**src/rtl/gpu_video_pkg.sv**
```systemverilog
// Shared video timing constants, sync positions and the decoded control bundle.
// The rasterizer imports the same constants so its bounds match the scanout.
package gpu_video_pkg;

    localparam int VID_H_ACTIVE = 640;
    localparam int VID_H_FP     = 16;
    localparam int VID_H_SYNC   = 96;
    localparam int VID_H_BP     = 48;
    localparam int VID_V_ACTIVE = 480;
    localparam int VID_V_FP     = 10;
    localparam int VID_V_SYNC   = 2;
    localparam int VID_V_BP     = 33;

    localparam int VID_H_TOTAL = VID_H_ACTIVE + VID_H_FP + VID_H_SYNC + VID_H_BP;
    localparam int VID_V_TOTAL = VID_V_ACTIVE + VID_V_FP + VID_V_SYNC + VID_V_BP;

    // Sync windows are half-open: [start, end).
    localparam int VID_H_SYNC_START = VID_H_ACTIVE + VID_H_FP;
    localparam int VID_H_SYNC_END   = VID_H_SYNC_START + VID_H_SYNC;
    localparam int VID_V_SYNC_START = VID_V_ACTIVE + VID_V_FP;
    localparam int VID_V_SYNC_END   = VID_V_SYNC_START + VID_V_SYNC;

    localparam int VID_ADDR_W = 19;

    typedef struct packed {
        logic active;
        logic hsync_n;
        logic vsync_n;
        logic vblank;
    } vid_ctl_t;

    localparam vid_ctl_t VID_CTL_RESET = '{active: 1'b0, hsync_n: 1'b1, vsync_n: 1'b1, vblank: 1'b0};

    function automatic logic in_span(input int pos, input int lo, input int hi);
        return (pos >= lo) && (pos < hi);
    endfunction

endpackage

```
**src/rtl/vga_timing_gen.sv**
```systemverilog
// Raster counters plus undelayed active/sync/vblank decode of the current position.
// Latency 0 (decode is combinational on the counters); advances only when pix_en=1.
module vga_timing_gen
    import gpu_video_pkg::*;
#(
    parameter int H_ACTIVE = VID_H_ACTIVE,
    parameter int V_ACTIVE = VID_V_ACTIVE,
    parameter int H_TOTAL  = VID_H_TOTAL,
    parameter int V_TOTAL  = VID_V_TOTAL,
    parameter int HS_START = VID_H_SYNC_START,
    parameter int HS_END   = VID_H_SYNC_END,
    parameter int VS_START = VID_V_SYNC_START,
    parameter int VS_END   = VID_V_SYNC_END,
    parameter int HCW      = $clog2(VID_H_TOTAL),
    parameter int VCW      = $clog2(VID_V_TOTAL)
) (
    input  logic     clk,
    input  logic     rst,
    input  logic     pix_en,
    output vid_ctl_t ctl,
    output logic     frame_end
);

    logic [HCW-1:0] hcount_q, hcount_d;
    logic [VCW-1:0] vcount_q, vcount_d;
    logic           line_end;
    logic           last_line;

    assign line_end  = (hcount_q == HCW'(H_TOTAL - 1));
    assign last_line = (vcount_q == VCW'(V_TOTAL - 1));
    assign frame_end = pix_en && line_end && last_line;

    always_comb begin
        hcount_d = hcount_q;
        vcount_d = vcount_q;
        if (pix_en) begin
            if (line_end) begin
                hcount_d = '0;
                vcount_d = last_line ? '0 : vcount_q + VCW'(1);
            end else begin
                hcount_d = hcount_q + HCW'(1);
            end
        end
    end

    always_ff @(posedge clk or negedge rst) begin
        if (!rst) begin
            hcount_q <= '0;
            vcount_q <= '0;
        end else begin
            hcount_q <= hcount_d;
            vcount_q <= vcount_d;
        end
    end

    always_comb begin
        ctl         = VID_CTL_RESET;
        ctl.active  = in_span(int'(hcount_q), 0, H_ACTIVE) && in_span(int'(vcount_q), 0, V_ACTIVE);
        ctl.hsync_n = !in_span(int'(hcount_q), HS_START, HS_END);
        ctl.vsync_n = !in_span(int'(vcount_q), VS_START, VS_END);
        ctl.vblank  = (int'(vcount_q) >= V_ACTIVE);
    end

endmodule

```
**src/rtl/fb_scanout.sv**
```systemverilog
// Framebuffer scanout: raster timing, linear read address, and one-step output alignment.
// Latency 1 enabled step from rd_en to rgb/syncs; never stalls, memory must be fixed single-cycle.
module fb_scanout
    import gpu_video_pkg::*;
#(
    parameter int H_ACTIVE = VID_H_ACTIVE,
    parameter int H_FP     = VID_H_FP,
    parameter int H_SYNC   = VID_H_SYNC,
    parameter int H_BP     = VID_H_BP,
    parameter int V_ACTIVE = VID_V_ACTIVE,
    parameter int V_FP     = VID_V_FP,
    parameter int V_SYNC   = VID_V_SYNC,
    parameter int V_BP     = VID_V_BP
) (
    input  logic                  clk,
    input  logic                  rst,
    input  logic                  pix_en,
    output logic [VID_ADDR_W-1:0] rd_addr,
    output logic                  rd_en,
    input  logic [2:0]            rd_data,
    output logic [2:0]            rgb,
    output logic                  hsync,
    output logic                  vsync,
    output logic                  video_on,
    output logic                  vblank,
    output logic                  frame_done
);

    localparam int HT  = H_ACTIVE + H_FP + H_SYNC + H_BP;
    localparam int VT  = V_ACTIVE + V_FP + V_SYNC + V_BP;
    localparam int HCW = $clog2(HT);
    localparam int VCW = $clog2(VT);

    vid_ctl_t                ctl_raw;
    vid_ctl_t                ctl_q, ctl_d;
    logic                    frame_end;
    logic [VID_ADDR_W-1:0]   addr_q, addr_d;

    vga_timing_gen #(
        .H_ACTIVE (H_ACTIVE),
        .V_ACTIVE (V_ACTIVE),
        .H_TOTAL  (HT),
        .V_TOTAL  (VT),
        .HS_START (H_ACTIVE + H_FP),
        .HS_END   (H_ACTIVE + H_FP + H_SYNC),
        .VS_START (V_ACTIVE + V_FP),
        .VS_END   (V_ACTIVE + V_FP + V_SYNC),
        .HCW      (HCW),
        .VCW      (VCW)
    ) u_timing (
        .clk       (clk),
        .rst       (rst),
        .pix_en    (pix_en),
        .ctl       (ctl_raw),
        .frame_end (frame_end)
    );

    // Counters sit at pixel (0,0) during reset, so the strobe is gated by rst itself.
    assign rd_en      = rst && pix_en && ctl_raw.active;
    assign frame_done = rst && frame_end;
    assign rd_addr    = addr_q;

    always_comb begin
        addr_d = addr_q;
        if (frame_end) begin
            addr_d = '0;
        end else if (rd_en) begin
            addr_d = addr_q + VID_ADDR_W'(1);
        end
        ctl_d = pix_en ? ctl_raw : ctl_q;
    end

    always_ff @(posedge clk or negedge rst) begin
        if (!rst) begin
            addr_q <= '0;
            ctl_q  <= VID_CTL_RESET;
        end else begin
            addr_q <= addr_d;
            ctl_q  <= ctl_d;
        end
    end

    // rd_data already arrives one enabled step after rd_en, matching ctl_q; an
    // extra register here would push colour a step behind the syncs.
    assign rgb      = ctl_q.active ? rd_data : 3'b000;
    assign hsync    = ctl_q.hsync_n;
    assign vsync    = ctl_q.vsync_n;
    assign video_on = ctl_q.active;
    assign vblank   = ctl_q.vblank;

endmodule
```
**config.mk**
```make
export PLATFORM = sky130hd
export DESIGN_NAME = fb_scanout
export DESIGN_NICKNAME = d
export VERILOG_FILES = /design/src/rtl/gpu_video_pkg.sv /design/src/rtl/vga_timing_gen.sv /design/src/rtl/fb_scanout.sv
export SDC_FILE = /design/constraint.sdc
export NUM_CORES = 1
export LEC_CHECK = 0
export CAP_MARGIN = 20
export CORE_MARGIN = 3
export CORE_UTILIZATION = 35
export DETAILED_ROUTE_END_ITERATION = 10
export PLACE_DENSITY_LB_ADDON = 0.08
export REMOVE_ABC_BUFFERS = 1
export SLEW_MARGIN = 10
export SYNTH_ARGS = -nofsm -noshare
export SYNTH_HDL_FRONTEND = slang
export SYNTH_HIERARCHICAL = 1
export SYNTH_SLANG_ARGS = --single-unit
export TNS_END_PERCENT = 5
```
**constraint.sdc**
```tcl
create_clock -name clk -period 5.1 [get_ports clk]
set_input_delay 1.02 -clock clk [delete_from_list [all_inputs] [get_ports clk]]
set_output_delay 1.02 -clock clk [all_outputs]
set_load 0.02 [all_outputs]
```
# After elaboration in Yosys (flattened, before gate mapping)
# Cells that the tools add are included.
# totals
regBits	43
input_bits	6
output_inout_bits	28
elab_cells	36
# op_classes
addsub	3
magnitude_cmp	7
n_eq_ne	2
muxes	5
n_reduce_logical	12
# ops
op	count
19-bit 2-to-1 mux	2
10-bit by 1-bit adder with 10-bit output, second input constant	2
10-bit equality test, second input constant	2
10-bit by 9-bit greater-or-equal comparator with 1-bit output, second input constant	2
10-bit less-than comparator, second input constant	2
10-bit by 9-bit less-than comparator with 1-bit output, second input constant	2
10-bit 2-to-1 mux	2
19-bit by 1-bit adder with 19-bit output, second input constant	1
10-bit greater-or-equal comparator, second input constant	1
1-bit logical AND	8
3-bit 2-to-1 mux	1
1-bit zero test	2
2-bit AND reduction	1
2-bit nonzero test	1

# Logic depth before layout (Yosys ltp)
# depth
word_depth	5
ltp_mapped	9
depth_no_buf	9

# By module
# The synthesis kept the hierarchy.
# by_module_without_submodules
mod	instances	cells_per_inst	area_each_um2	seq_area_each_um2
fb_scanout	1	113	1151.1	578.1
vga_timing_gen	1	112	1101.1	500.5

# Worst setup path after synthesis
# No wires, ideal clock.
# synth_timing
path_kind	input -> output
start	in pix_en
end	out frame_done
arrival_time_ns	2.406
required_time_ns	4.080
slack_ns	1.674
cell_stages	6
n_path_buf	2
cell_sequence	nand4_1 > or3_1 > buf_2 > nor2_1 > buf_6 > and2_1
# synth_between
elab_chain_len	3
# synth_lines
item	line_no	text
from (decl)	fb_scanout.sv:17	input logic pix_en,
1-bit logical AND (2 in series)	vga_timing_gen.sv:31	assign frame_end = pix_en && line_end && last_line;
named net frame_end	fb_scanout.sv:36	logic frame_end;
1-bit logical AND	fb_scanout.sv:60	assign frame_done = rst && frame_end;
to (decl)	fb_scanout.sv:26	output logic frame_done
# The timed path passes the listed nets, and every way through them passes these cells.

# Worst setup path after layout
# Ends and elaborated chain as after synthesis.

==> flow_summary_export.csv <==
group,metric,value,unit
worst_setup_path,r2r-end,"rd_addr[10]",
grt,grt_usage,13.2,%
placed_design,port_buffers,33,
worst_setup_path,crit_path_end_kind,"output pin",
timing,final_max_slew_viol_count,0,
clock_network,cts.sinks,43,
worst_setup_path,crit_fanout,7,
routing,vias,1721,
power,peakVddDrop,0.129,mV
timing,hold_viol,0,
synth,synthAdderAreaFrac,2.78,%
floorplanning,ios,34,
worst_setup_path,cp-start-kind,"input port",
clock_network,clockRootBuffer,"clkbuf_8",
floorplanning,die_area,0.00743,mm²
cells_and_area,n_fill_cell,595,
timing,final.setup.tns,0,ns
synth,synth_edf_count,0,
routing,vias_per_cell,5.08,
synth,async_flop_share,100,%
worst_hold_path,hold_start,"u_timing/vcount_q[7]",
worst_setup_path,ff2ff_path_depth,9,
floorplanning,die_x,86.2,µm
clock_network,htreeDepth,2,
worst_hold_path,holdPathStages,1,
timing,setup_viol,0,
worst_setup_path,critical_path_class,"input port to output pin",
timing,period_share,84.0,%
routing,wl_per_cell,13.6,µm
power,p_leak,1.20,nW
grt,use_met1,18.0,%
grt,first_global_vias,1653,
clock_network,cts_hold_buffers,0,
grt,grt_max_degree,46,
synth,syn_area,0.00225,mm²
cells_and_area,utilization,45.9,%
floorplanning,initial_utilization,37.2,%
clock_network,postCtsResizedCells,0,
synth,synth_top_family_by_area,"simple AND/OR/NAND/NOR gates",
cells_and_area,final_cell_count_no_fill,339,
grt,grt_busiest_layer,"met2",
routing,dr.pass1.iters,4,
worst_setup_path,r2r_slack,2.37,ns
cells_and_area,multi_input_area,0.00111,mm²
synth,ys_seq_area_share,47.9,%
clock_network,cts_buffers,5,
job,maxCapViolCount,0,
floorplanning,core,0.00606,mm²
timing,fmax,233,MHz
synth,synthDistinctLibCells,44,
synth,synth_seq_cells,43,
cells_and_area,layout.area.seq,0.00108,mm²
placed_design,dpl.cell_count,331,
grt,grt_use_met3,2.57,%
synth,syn_inst,225,
placed_design,dp_hpwl,3300,µm
clock_network,clk_latency,0.29,ns
synth,syn_area_per_cell,10.0,µm²
cells_and_area,fin_nets,274,
grt,overflow,0,
worst_hold_path,hp-class,"flop to flop",
grt,grt_util_met2,21.8,%
timing,fin_skew,0.00566,ns
clock_network,cts_buffer_depth,2,
floorplanning,die_y,86.2,µm
timing,tightestPinTransition,0.768,ns
cells_and_area,synthToLayoutAreaGrowth,23.6,%
timing,post-route-min-period,4.29,ns
synth,synth.mux.area_fraction,3.39,%
cells_and_area,diodes,0,
clock_network,post-cts-setup-buffer-count,0,
run_status,outcome,"completed",
clock_network,cts_tree,"built",
routing,post-route-drc-count,0,
synth,yosysWarnings,6,
synth,synth-compound-area-share,7.11,%
floorplanning,row_count,28,
synth,synthXorXnorAreaFrac,8.17,%
clock_network,clkTransAtPathRegs,0.08,ns
routing,routed_wl,4610,µm
power,p_per_area,256,mW/mm²
routing,antenna_left,0,
grt,grt_first_pass_wirelength,7890,µm
worst_setup_path,r2r-start,"u_timing/vcount_q[0]",
worst_hold_path,whs_endpoint,"u_timing/vcount_q[7]",
worst_setup_path,critPathRequiredTime,4.08,ns
placed_design,gp_congestion,0.696,
worst_setup_path,arrival,3.27,ns
grt,antenna_found_initial,0,
synth,synth-simple-area-share,27.7,%
cells_and_area,drive_gt1_share,12.1,%
timing,rsz0062_at_grt,"no",
synth,synth_ff_type,"dfrtp_1",
timing,relSlewSlack,48.4,%
routing,drtIter0Drc,61,
-- metal layers --
metal | wire length, µm | vias to the layer above
li1 | - | 876
met1 | 2240 | 814
met2 | 2180 | 29
met3 | 172 | 2
met4 | 24 | 0
met5 | 0 | -
-- worst max-delay path by stage --
stage            from         end  slack (ns)  depth (start not counted)
2_1_floorplan  pix_en  frame_done        1.26                          4
3_3_place_gp   pix_en  frame_done        0.81                          6
4_1_cts        pix_en  frame_done        0.79                          6
3_5_place_dp   pix_en  frame_done        0.81                          6
5_1_grt        pix_en  frame_done        0.68                          6
6_report       pix_en  frame_done        0.81                          6
-- flip-flops by register name, indices dropped and copies added (netlist names) --
register and cells:
u_timing/hcount_q 10, hsync 1, vsync 1, rd_addr 19, vblank 1, u_timing/vcount_q 10
video_on 1
-- worst max-delay path, cell delays in order --
cell and delay, ns:
clkdlybuf4s50_1 0.48, nand4_1 0.32, or3_1 0.52, nor2_1 0.18
and2_1 0.14, clkdlybuf4s50_1 0.60
-- report_power, final --
| part | internal, mW | switching, mW | total, mW |
|---|---|---|---|
| clock network | 0.159 | 0.115 | 0.274 |
| logic | 0.0245 | 0.0305 | 0.0550 |
| registers | 0.360 | 0.0228 | 0.383 |
-- cell type report --
type | count | share of cell area (%)
multi-input combinational | 167 | 39.8
sequential | 43 | 38.8
timing repair buffer | 36 | 12.5
tap | 75 | 3.37
clock buffer | 6 | 2.97
inverter | 10 | 1.35
clock inverter | 2 | 1.26
-- cell usage after synthesis, types with 2 or more instances --
library cell / count / share of area (%)
dfrtp_1: 41 / 46
nor2_1: 20 / 3.3
nand2_1: 17 / 2.8
nand3_1: 14 / 3.1
xnor2_1: 14 / 5.4
nand4_1: 11 / 3.1
inv_1: 10 / 1.7
o21ai_0: 9 / 2.0
a21oi_1: 8 / 1.8
nor3_1: 7 / 1.6
xor2_1: 7 / 2.7
and2_1: 6 / 1.7
or3_1: 6 / 1.7
ha_1: 5 / 2.8
mux2_2: 5 / 2.5
nor4_1: 5 / 1.4
a31o_2: 2 / 0.78
and3_1: 2 / 0.56
buf_2: 2 / 0.44
clkbuf_1: 2 / 0.33
dfstp_2: 2 / 2.3
mux2i_1: 2 / 0.89
nand2b_1: 2 / 0.56
nor2b_1: 2 / 0.56
nor3b_1: 2 / 0.67
o31ai_1: 2 / 0.67
or4_1: 2 / 0.67
or4_4: 2 / 1.0
-- layout by cell type (no fill, tap or decap), drive strengths merged, types with 2 or more instances in the layout --
cell and n:
dfrtp 41, clkdlybuf4s50 32, nor2 20, nand2 17, nand3 14, xnor2 14
nand4 13, inv 10, o21ai 9, a21oi 8, xor2 7, nor3 7
or3 7, and2 6, clkbuf 6, nor4 6, mux2 5, ha 5
buf 4, or4 4, and3 3, o31ai 2, nand2b 2, a31o 2
nor2b 2, dfstp 2, mux2i 2, nor3b 2, or4b 2, and4 2
-- stage by stage --
step           instance area, µm²  hold slack [ns]  setup slack (ns)  power (mW)
2_1_floorplan                2220            0.448              1.26       0.420
3_3_place_gp                 2670            0.470             0.807       0.445
3_5_place_dp                 2670            0.475             0.807       0.445
4_1_cts                      2780            0.488             0.793       0.724
5_1_grt                      2780            0.523             0.682       0.747
6_report                     2780            0.487             0.815       0.712
-- logic make-up (layout without fill, tap and decap cells) --
family                   after synthesis  count (layout)
AO/OA/AOI/OAI                         26              26
multiplexers                           7               7
flip-flops                            43              43
AND/OR/NAND/NOR                      108             108
XOR/XNOR                              21              21
adder cells (fa/ha/maj)                5               5
buffers and inverters                 15              54
Note: power is estimated with default switching activity, not from simulation.
